$ cat src/rtl/matvec_core_if.sv
// Sink (weights/vector) and source (results) valid/ready streams of matvec_core.
// master = feeder/writeback side, slave = the core.
interface matvec_core_if #(
  parameter int unsigned DATA_WIDTH = 8,
  parameter int unsigned ACC_WIDTH  = 18
);
  logic                  snk_vld;
  logic                  snk_rdy;
  logic [DATA_WIDTH-1:0] snk_data;
  logic                  src_vld;
  logic                  src_rdy;
  logic [ACC_WIDTH-1:0]  src_data;
  logic                  src_last;

  modport master (
    output snk_vld, snk_data, src_rdy,
    input  snk_rdy, src_vld, src_data, src_last
  );

  modport slave (
    input  snk_vld, snk_data, src_rdy,
    output snk_rdy, src_vld, src_data, src_last
  );
endinterface

$ cat src/rtl/matvec_core.sv
// Signed matrix-vector multiply engine y = W*x, one MAC per cycle, optional resident W.
// Optional feature: define MATVEC_RELU_EN to clamp negative results to zero.
module matvec_core #(
  parameter int unsigned DATA_WIDTH = 8,
  parameter int unsigned DIM        = 4,
  parameter int unsigned ACC_WIDTH  = 2*DATA_WIDTH + $clog2(DIM)
) (
  input  logic            clk,
  input  logic            rst,
  input  logic            keep_w_i,
  output logic            busy_o,
  matvec_core_if.slave    bus
);
  localparam int unsigned NW = DIM*DIM;
  localparam int unsigned IW = $clog2(NW);
  localparam int unsigned CW = $clog2(DIM);
  localparam int unsigned PW = 2*DATA_WIDTH;

  typedef enum logic [1:0] {S_LOAD_W, S_LOAD_V, S_COMPUTE, S_DRAIN} state_e;

  state_e                       state_q, state_d;
  logic [IW-1:0]                ld_cnt_q, ld_cnt_d;
  logic [CW-1:0]                row_q, row_d, col_q, col_d, k_q, k_d, k_nxt;
  logic signed [ACC_WIDTH-1:0]  acc_q, acc_d, acc_sum, y_val;
  logic                         src_vld_q, src_vld_d, src_last_q, src_last_d;
  logic                         busy_q, busy_d;
  logic [ACC_WIDTH-1:0]         src_data_q, src_data_d;
  logic                         snk_rdy_c, snk_hs, w_we, x_we, y_we;
  logic [IW-1:0]                w_idx;
  logic signed [PW-1:0]         prod;

  logic signed [DATA_WIDTH-1:0] w_q [NW];
  logic signed [DATA_WIDTH-1:0] x_q [DIM];
  logic signed [ACC_WIDTH-1:0]  y_q [DIM];

  // Ready is a pure state decode, forced low while reset is held
  assign snk_rdy_c    = !rst && (state_q == S_LOAD_W || state_q == S_LOAD_V);
  assign snk_hs       = bus.snk_vld && snk_rdy_c;
  assign bus.snk_rdy  = snk_rdy_c;
  assign bus.src_vld  = src_vld_q;
  assign bus.src_data = src_data_q;
  assign bus.src_last = src_last_q;
  assign busy_o       = busy_q;

  assign w_idx   = IW'(row_q) * IW'(DIM) + IW'(col_q);
  assign prod    = PW'(w_q[w_idx]) * PW'(x_q[col_q]);
  assign acc_sum = ACC_WIDTH'(prod) + ((col_q == '0) ? ACC_WIDTH'(0) : acc_q);
  assign k_nxt   = k_q + CW'(1);

`ifdef MATVEC_RELU_EN
  assign y_val = acc_sum[ACC_WIDTH-1] ? '0 : acc_sum;
`else
  assign y_val = acc_sum;
`endif

  always_ff @(posedge clk or posedge rst) begin
    if (rst) begin
      state_q    <= S_LOAD_W;
      ld_cnt_q   <= '0;
      row_q      <= '0;
      col_q      <= '0;
      k_q        <= '0;
      acc_q      <= '0;
      src_vld_q  <= 1'b0;
      src_data_q <= '0;
      src_last_q <= 1'b0;
      busy_q     <= 1'b0;
    end else begin
      state_q    <= state_d;
      ld_cnt_q   <= ld_cnt_d;
      row_q      <= row_d;
      col_q      <= col_d;
      k_q        <= k_d;
      acc_q      <= acc_d;
      src_vld_q  <= src_vld_d;
      src_data_q <= src_data_d;
      src_last_q <= src_last_d;
      busy_q     <= busy_d;
    end
  end

  // Weight, vector and result storage
  always_ff @(posedge clk or posedge rst) begin
    if (rst) begin
      for (int i = 0; i < int'(NW); i++)  w_q[i] <= '0;
      for (int i = 0; i < int'(DIM); i++) x_q[i] <= '0;
      for (int i = 0; i < int'(DIM); i++) y_q[i] <= '0;
    end else begin
      if (w_we) w_q[ld_cnt_q] <= $signed(bus.snk_data);
      if (x_we) x_q[ld_cnt_q[CW-1:0]] <= $signed(bus.snk_data);
      if (y_we) y_q[row_q] <= y_val;
    end
  end

  always_comb begin
    state_d    = state_q;
    ld_cnt_d   = ld_cnt_q;
    row_d      = row_q;
    col_d      = col_q;
    k_d        = k_q;
    acc_d      = acc_q;
    src_vld_d  = src_vld_q;
    src_data_d = src_data_q;
    src_last_d = src_last_q;
    busy_d     = busy_q;
    w_we       = 1'b0;
    x_we       = 1'b0;
    y_we       = 1'b0;

    unique case (state_q)
      S_LOAD_W: begin
        if (snk_hs) begin
          w_we = 1'b1;
          if (ld_cnt_q == IW'(NW-1)) begin
            ld_cnt_d = '0;
            state_d  = S_LOAD_V;
          end else begin
            ld_cnt_d = ld_cnt_q + IW'(1);
          end
        end
      end
      S_LOAD_V: begin
        if (snk_hs) begin
          x_we = 1'b1;
          if (ld_cnt_q == IW'(DIM-1)) begin
            ld_cnt_d = '0;
            row_d    = '0;
            col_d    = '0;
            busy_d   = 1'b1;
            state_d  = S_COMPUTE;
          end else begin
            ld_cnt_d = ld_cnt_q + IW'(1);
          end
        end
      end
      S_COMPUTE: begin
        acc_d = acc_sum;
        if (col_q == CW'(DIM-1)) begin
          y_we  = 1'b1;
          col_d = '0;
          if (row_q == CW'(DIM-1)) begin
            // y[0] was committed DIM-1 rows ago, so it can be presented now
            row_d      = '0;
            k_d        = '0;
            src_vld_d  = 1'b1;
            src_data_d = y_q[0];
            src_last_d = 1'b0;
            state_d    = S_DRAIN;
          end else begin
            row_d = row_q + CW'(1);
          end
        end else begin
          col_d = col_q + CW'(1);
        end
      end
      S_DRAIN: begin
        if (bus.src_rdy) begin
          if (k_q == CW'(DIM-1)) begin
            k_d        = '0;
            src_vld_d  = 1'b0;
            src_data_d = '0;
            src_last_d = 1'b0;
            busy_d     = 1'b0;
            state_d    = keep_w_i ? S_LOAD_V : S_LOAD_W;
          end else begin
            k_d        = k_nxt;
            src_data_d = y_q[k_nxt];
            src_last_d = (k_nxt == CW'(DIM-1));
          end
        end
      end
      default: state_d = S_LOAD_W;
    endcase
  end
endmodule
$ cat src/flat_wrapper.sv
// flat-port wrapper written by rule: the top's interface ports become plain ports
module matvec_core_flat 
#(
  parameter int unsigned DATA_WIDTH = 8,
  parameter int unsigned DIM        = 4,
  parameter int unsigned ACC_WIDTH  = 2*DATA_WIDTH + $clog2(DIM)
)
  (clk, rst, keep_w_i, busy_o, bus_snk_vld, bus_snk_data, bus_src_rdy, bus_snk_rdy, bus_src_vld, bus_src_data, bus_src_last);
  matvec_core_if #(.DATA_WIDTH(DATA_WIDTH), .ACC_WIDTH(ACC_WIDTH)) bus_i ();
  input  logic clk;
  input  logic rst;
  input  logic keep_w_i;
  output logic busy_o;
  input wire logic [$bits(bus_i.snk_vld)-1:0] bus_snk_vld;
  input wire logic [$bits(bus_i.snk_data)-1:0] bus_snk_data;
  input wire logic [$bits(bus_i.src_rdy)-1:0] bus_src_rdy;
  output wire logic [$bits(bus_i.snk_rdy)-1:0] bus_snk_rdy;
  output wire logic [$bits(bus_i.src_vld)-1:0] bus_src_vld;
  output wire logic [$bits(bus_i.src_data)-1:0] bus_src_data;
  output wire logic [$bits(bus_i.src_last)-1:0] bus_src_last;
  assign bus_i.snk_vld = bus_snk_vld;
  assign bus_i.snk_data = bus_snk_data;
  assign bus_i.src_rdy = bus_src_rdy;
  assign bus_snk_rdy = bus_i.snk_rdy;
  assign bus_src_vld = bus_i.src_vld;
  assign bus_src_data = bus_i.src_data;
  assign bus_src_last = bus_i.src_last;
  matvec_core #(.DATA_WIDTH(DATA_WIDTH), .DIM(DIM), .ACC_WIDTH(ACC_WIDTH)) u_core (.clk(clk), .rst(rst), .keep_w_i(keep_w_i), .busy_o(busy_o), .bus(bus_i));
endmodule
$ cat config.mk
export PLATFORM = sky130hd
export DESIGN_NAME = matvec_core_flat
export DESIGN_NICKNAME = d
export VERILOG_FILES = /design/src/rtl/matvec_core_if.sv /design/src/rtl/matvec_core.sv /design/src/flat_wrapper.sv
export SDC_FILE = /design/constraint.sdc
export NUM_CORES = 1
export LEC_CHECK = 0
export BUFFER_PORTS_ARGS = -buffer_cell sky130_fd_sc_hd__buf_2
export CORE_MARGIN = 5
export CORE_UTILIZATION = 40
export CTS_CLUSTER_DIAMETER = 150
export DETAILED_ROUTE_END_ITERATION = 12
export GPL_ROUTABILITY_DRIVEN = 0
export PLACE_DENSITY_LB_ADDON = 0.12
export SETUP_SLACK_MARGIN = 0.1
export SYNTH_ARGS = -nofsm -noshare
export SYNTH_HDL_FRONTEND = slang
export SYNTH_SLANG_ARGS = --single-unit
$ cat constraint.sdc
create_clock -name clk -period 11.1 [get_ports clk]
set_clock_uncertainty 0.2 [all_clocks]
set_input_delay 0.555 -clock clk [delete_from_list [all_inputs] [get_ports clk]]
set_output_delay 0.555 -clock clk [all_outputs]
set_load 0.02 [all_outputs]
==> flow_metrics.env, run 1 <==
export IMPL_cp_arrival_ns=7.83
export IMPL_ys_top_cells_by_area="dfrtp_1 (42%), mux2_2 (11%), fa_1 (9.6%), mux4_2 (7.3%), ha_1 (4.3%)"
export IMPL_synth_warnings=0
export IMPL_drtIter0Drc=629
export IMPL_layout_commonest_cell="dfrtp_1"
export IMPL_clk_pin_slew_ns=0.06
export IMPL_outcome="finished, final reports clean"
export IMPL_tightest_slew_ns=1.04
export IMPL_syn_cell_area_um2=16700
export IMPL_cts_buffers=35
export IMPL_cpMostUsedCell="fa_1"
export IMPL_crit_family="adder cells"
export IMPL_root_buffer="clkbuf_16"
export IMPL_cp_cell_sequence="buf_4, mux4_2, mux4_2, and2_1, fa_1, inv_1, fa_1, inv_1, fa_1, fa_1, inv_1, fa_1, inv_1, ha_1, o21ai_0, o21ai_0, a21oi_1, o2111a_1, o31ai_1"
export IMPL_required_ns=11.33
export IMPL_finalCoreUtilization_pct=44.9
export IMPL_dieArea_um2=45900
export IMPL_track_usage_pct=18.3
export IMPL_syn_inst=1419
export IMPL_synth_area_per_cell_um2=11.8
export IMPL_fmax_ghz=0.132
export IMPL_crit_type="register to register"
export IMPL_finalHoldViolCount=0
export IMPL_synth_nets=1570
export IMPL_critPathMaxStageDelay_ns=0.96
export IMPL_ant_nets=0
export IMPL_worstSetupStartpointType="register"
export IMPL_maxCapViolations=0
export IMPL_vias_per_cell=5.42
export IMPL_synth_edff_count=0
export IMPL_final_cell_mix="dfrtp_1 (281), mux2_2 (169), nand2_1 (143)"
export IMPL_ys_ff_latch=283
export IMPL_num_vias=10700
export IMPL_yosysSeqAreaShare_pct=42.4
export IMPL_nets=1571
export IMPL_yosysUniqueCellTypes=62
export IMPL_setup_slack_ns=3.50
export IMPL_grt_pass1_wl_um=67100
export IMPL_die_h_um=214
export IMPL_fin_crit_sh_pct=68.5
export IMPL_synth_top_cell_by_area="dfrtp_1"
export IMPL_diodes=0
export IMPL_num_rows=74
export IMPL_drt_pass1_iter_count=5
export IMPL_cts_sinks=283
export IMPL_slew_headroom_pct=30.2
export IMPL_antenna_found_initial=0
export IMPL_cp_buffers_inverters=5
export IMPL_routed_wirelength_um=41200
export IMPL_io_pins=35
export IMPL_crit_fanout=28
export IMPL_synth_top_area_share_pct=42.4
export IMPL_cp_end_kind="register"
export IMPL_worstSkewPairLatency_ns=0.54
export IMPL_period_minus_slack_ns=7.60
export IMPL_area_growth_pct=10.3
export IMPL_clk_path_buf_depth=3
export IMPL_dpl_worst_slack_ns=3.43
export IMPL_drc=0
export IMPL_htree_levels=2
export IMPL_io_buffers=34
export IMPL_hold_path_class="primary input to register"
export IMPL_grt_overflow_total=0
export IMPL_grt_max_degree=89
export IMPL_finalSetupViolCount=0
export IMPL_drive_gt1_share_pct=23.1
export IMPL_drv_slew=0
export IMPL_grt_setup_unrepaired="false"
export IMPL_synth_top_flop_cell="dfrtp_1"
export IMPL_place_hpwl_um=28800
export IMPL_core_area_um2=41000
export IMPL_die_w_um=214
export IMPL_worst_path_max_delay_cell="dfrtp_2"
export IMPL_grt_pass1_vias=11400
export IMPL_wire_per_inst_um=20.8
export IMPL_tritoncts="built"
export IMPL_tns_ns=0
export IMPL_start_util_pct=40.7
export IMPL_async_flop_share_pct=100
export IMPL_cts_resized_gates=0
[final cells by class]
cell class / instances / area [µm²]
inverters: 99 / 379
multi-input cells: 953 / 8880
well taps: 532 / 666
fillers: 3843 / 22600
flip-flops and latches: 283 / 7080
repair buffers: 48 / 278
clock buffers: 49 / 998
clock inverters: 12 / 121
[routing by layer]
metal | GRT usage (%) | part of all wire (%) | vias to the layer above
li1 | - | - | 4934
met1 | 24.2 | 44 | 5572
met2 | 31.4 | 50 | 142
met3 | 2.75 | 2.7 | 64
met4 | 5.73 | 2.8 | 0
met5 | 0 | 0 | -
[metrics by stage]
step | area, µm² | std cells | hold WS [ns]
final | 18400 | 1976 | 0.190
after detailed placement | 17300 | 1914 | 0.263
after global routing | 18400 | 1976 | 0.201
after global placement | 17300 | 1914 | 0.256
after floorplan | 16700 | 1419 | 0.240
after CTS | 18400 | 1976 | 0.173
[cell families (layout without fill, tap and decap cells)]
| family | after synthesis | in the layout | synth area share (%) |
|---|---|---|---|
| buffers and inverters | 183 | 208 | 4.42 |
| adder cells (fa/ha/maj) | 138 | 138 | 13.9 |
| multiplexers | 244 | 244 | 21.0 |
| XOR/XNOR | 14 | 14 | 0.817 |
| flip-flops | 283 | 283 | 42.4 |
| AO/OA/AOI/OAI | 178 | 178 | 6.64 |
| AND/OR/NAND/NOR | 379 | 379 | 10.7 |
[flip-flops by register name (all words and copies together), names as in the netlist]
register,count
u_core.w_q,128
u_core.y_q,72
u_core.x_q,32
u_core.acc_q,18
u_core.bus.src_data,18
u_core.ld_cnt_q,4
u_core.col_q,2
u_core.k_q,2
u_core.row_q,2
u_core.state_q,2
u_core.bus.src_last,1
u_core.bus.src_vld,1
u_core.busy_o,1
[path summary, 6_finish.rpt]
kind | slack (ns) | end | depth (start not counted) | from
min in group asynchronous | 0.47 | u_core.ld_cnt_q[0] | 3 | rst
worst max-delay path | 3.50 | u_core.y_q[31] | 19 | u_core.col_q[0]
worst max register to register | 3.50 | u_core.y_q[31] | 19 | u_core.col_q[0]
worst min-delay path | 0.19 | u_core.state_q[0] | 3 | keep_w_i
max in group asynchronous | 7.99 | u_core.x_q[18] | 5 | rst
worst min register to register | 0.27 | u_core.y_q[1] | 2 | u_core.y_q[1]
[Yosys cell counts, types with 3 or more instances]
| master | n |
|---|---|
| o21ai_0 | 52 |
| xor2_1 | 7 |
| a221o_1 | 5 |
| nor3_1 | 9 |
| a22o_1 | 4 |
| mux4_2 | 54 |
| nor4_1 | 6 |
| buf_2 | 5 |
| mux2i_1 | 10 |
| o211ai_1 | 3 |
| o22ai_1 | 3 |
| nand4_1 | 5 |
| a21o_1 | 7 |
| nand3_1 | 34 |
| clkbuf_1 | 68 |
| fa_1 | 80 |
| and3_1 | 16 |
| nand2_1 | 143 |
| mux4_1 | 11 |
| buf_1 | 7 |
| dfrtp_1 | 283 |
| o21a_1 | 3 |
| o211a_1 | 3 |
| ha_1 | 58 |
| mux2_2 | 169 |
| a21oi_1 | 54 |
| xnor2_1 | 6 |
| o31ai_1 | 6 |
| a31oi_1 | 5 |
| a211oi_1 | 13 |
| nor2_1 | 72 |
| nand2b_1 | 9 |
| o21bai_1 | 3 |
| nor2b_1 | 31 |
| inv_1 | 98 |
| or4_1 | 4 |
| and2_1 | 44 |
[worst reg2reg max path, cell delays in order (launching register included)]
cell and delay [ns]:
dfrtp_2 0.96, buf_4 0.46, mux4_2 0.56, mux4_2 0.58, and2_1 0.23, fa_1 0.53, inv_1 0.06, fa_1 0.48
inv_1 0.06, fa_1 0.50, fa_1 0.54, inv_1 0.06, fa_1 0.52, inv_1 0.04, ha_1 0.31, o21ai_0 0.12
o21ai_0 0.47, a21oi_1 0.21, o2111a_1 0.35, o31ai_1 0.26
[what timing repair did]
action	4_1_cts	5_1_grt
hold buffers	1	0
setup buffers	0	0
endpoints found under the setup margin	0	0
endpoints found under the hold margin	85	0
Power of run 1 is not shown: default switching activity piles up to over one toggle a cycle in this logic, so the estimate is an artifact.
==> run 2, diff against run 1 <==
==> constraint.sdc (replaced) <==
create_clock -name clk -period 7.9 [get_ports clk]
set_clock_uncertainty 0.2 [all_clocks]
set_input_delay 0.395 -clock clk [delete_from_list [all_inputs] [get_ports clk]]
set_output_delay 0.395 -clock clk [all_outputs]
set_load 0.02 [all_outputs]
==> run 2 against run 1 <==
Sequential share of layout area fell by 0.47 points. Non-clock buffer count rose by 10. Critical path depth did not move. Cell count rose by 0.61%. Count of clock-buffer cells in the layout rose by 6. Maximum frequency rose by 5.9%. Via count fell by 0.86%. Cell area rose by 1.2%. Critical path type unchanged. Highest routed layer unchanged.
==> flow_metrics.env, run 2 (synthesis gave the netlist of run 1 again) <==
export IMPL_outcome="finished, final reports clean"
export IMPL_cpMostUsedCell="fa_1"
export IMPL_maxCapViolations=0
export IMPL_num_vias=10600
export IMPL_crit_type="register to register"
export IMPL_fin_crit_sh_pct=90.9
export IMPL_track_usage_pct=18.4
export IMPL_cts_resized_gates=0
export IMPL_core_area_um2=41000
export IMPL_drv_slew=0
export IMPL_drt_pass1_iter_count=5
export IMPL_finalHoldViolCount=0
export IMPL_place_hpwl_um=28900
export IMPL_drive_gt1_share_pct=23.6
export IMPL_start_util_pct=40.7
export IMPL_grt_pass1_vias=11300
export IMPL_grt_max_degree=165
export IMPL_reg_largest_list="u_core.w_q: 128 flops, u_core.y_q: 72 flops, u_core.x_q: 32 flops"
export IMPL_area_growth_pct=11.7
export IMPL_crit_family="adder cells"
export IMPL_largest_reg_flops=128
export IMPL_dpl_worst_slack_ns=0.659
export IMPL_htree_levels=2
export IMPL_grt_overflow_total=0
export IMPL_routed_wirelength_um=41600
export IMPL_cp_end_kind="register"
export IMPL_register_area_um2=7080
export IMPL_die_h_um=214
export IMPL_drtIter0Drc=698
export IMPL_drc=0
export IMPL_vias_per_cell=5.34
export IMPL_io_buffers=34
export IMPL_required_ns=8.08
export IMPL_num_rows=74
export IMPL_multi_input_area_um2=8880
export IMPL_antenna_found_initial=0
export IMPL_clk_path_buf_depth=3
export IMPL_hold_slack_ns=0.0812
export IMPL_final_cells=1988
export IMPL_tritoncts="built"
export IMPL_fmax_ghz=0.139
export IMPL_root_buffer="clkbuf_16"
export IMPL_worst_path_max_delay_cell="dfrtp_2"
export IMPL_nets=1582
export IMPL_slew_headroom_pct=25.7
export IMPL_cp_buffers_inverters=5
export IMPL_clk_pin_slew_ns=0.06
export IMPL_worstSetupStartpointType="register"
export IMPL_crit_fanout=20
export IMPL_dieArea_um2=45900
export IMPL_tightest_slew_ns=1.11
export IMPL_regMostFlops="u_core.w_q"
export IMPL_grt_pass1_wl_um=66800
export IMPL_wire_per_inst_um=20.9
export IMPL_cp_arrival_ns=7.36
export IMPL_tns_ns=0
export IMPL_finalSetupViolCount=0
export IMPL_io_pins=35
export IMPL_period_minus_slack_ns=7.18
export IMPL_placed_cells=1923
export IMPL_grt_setup_unrepaired="false"
export IMPL_diodes=0
export IMPL_setup_slack_ns=0.722
export IMPL_worstSkewPairLatency_ns=0.55
export IMPL_postCtsSetupRepairBufs=0
export IMPL_ant_nets=0
export IMPL_cts_sinks=283
export IMPL_die_w_um=214
export IMPL_cts_buffers=36
export IMPL_cp_cell_sequence="buf_12, mux4_1, mux4_2, and2_1, fa_1, inv_1, fa_1, inv_1, fa_1, fa_1, inv_1, fa_1, inv_1, ha_1, o21ai_0, o21ai_0, a21oi_1, o21ai_0, a31oi_1"
export IMPL_final_cell_mix="dfrtp_1 (281), mux2_2 (169), nand2_1 (143)"
export IMPL_hold_path_class="primary input to register"
export IMPL_fillers=3794
export IMPL_layout_commonest_cell="dfrtp_1"
export IMPL_critPathMaxStageDelay_ns=0.67
[run 2: final cells by class]
class,count,share of cell area [%]
clock buffers,55,5.87
clock inverters,8,0.752
inverters,99,2.01
multi-input cells,953,47.7
flip-flops and latches,283,38.0
well taps,532,3.57
repair buffers,58,2.11
[run 2: path summary, 6_finish.rpt]
path,slack (ns),startpoint,to,cells past startpoint
setup / recovery,0.72,u_core.col_q[0],u_core.y_q[17],19
hold / removal,0.08,bus_src_rdy,u_core.k_q[0],3
setup reg to reg,0.72,u_core.col_q[0],u_core.y_q[17],19
hold reg to reg,0.27,u_core.y_q[23],u_core.y_q[23],2
max in group asynchronous,5.62,rst,u_core.x_q[18],5
min in group asynchronous,0.46,rst,u_core.bus.src_vld,4
[run 2: what timing repair did]
action	CTS	global route
endpoints found under the setup margin	0	0
hold buffers	2	0
hold endpoints to repair	58	0
[run 2: through the flow]
step	util, %	cell area, µm²
after floorplan	-	16700
after global placement	42.4	17400
after detailed placement	42.4	17400
after CTS	45.4	18600
after global routing	45.4	18600
final	45.4	18600
[run 2: layer usage]
| metal | share of wire (%) | global-route usage, % | vias to the layer above |
|---|---|---|---|
| li1 | - | - | 4956 |
| met5 | 0 | 0 | - |
| met2 | 49 | 30.7 | 157 |
| met3 | 3.3 | 2.87 | 56 |
| met1 | 45 | 24.6 | 5451 |
| met4 | 3.2 | 6.29 | 0 |
[run 2: tightest hold or removal path: stages]
cell	delay, ns
buf_2	0.10
o22ai_1	0.07
a22o_1	0.22
Power of run 2 is left out for the same reason.
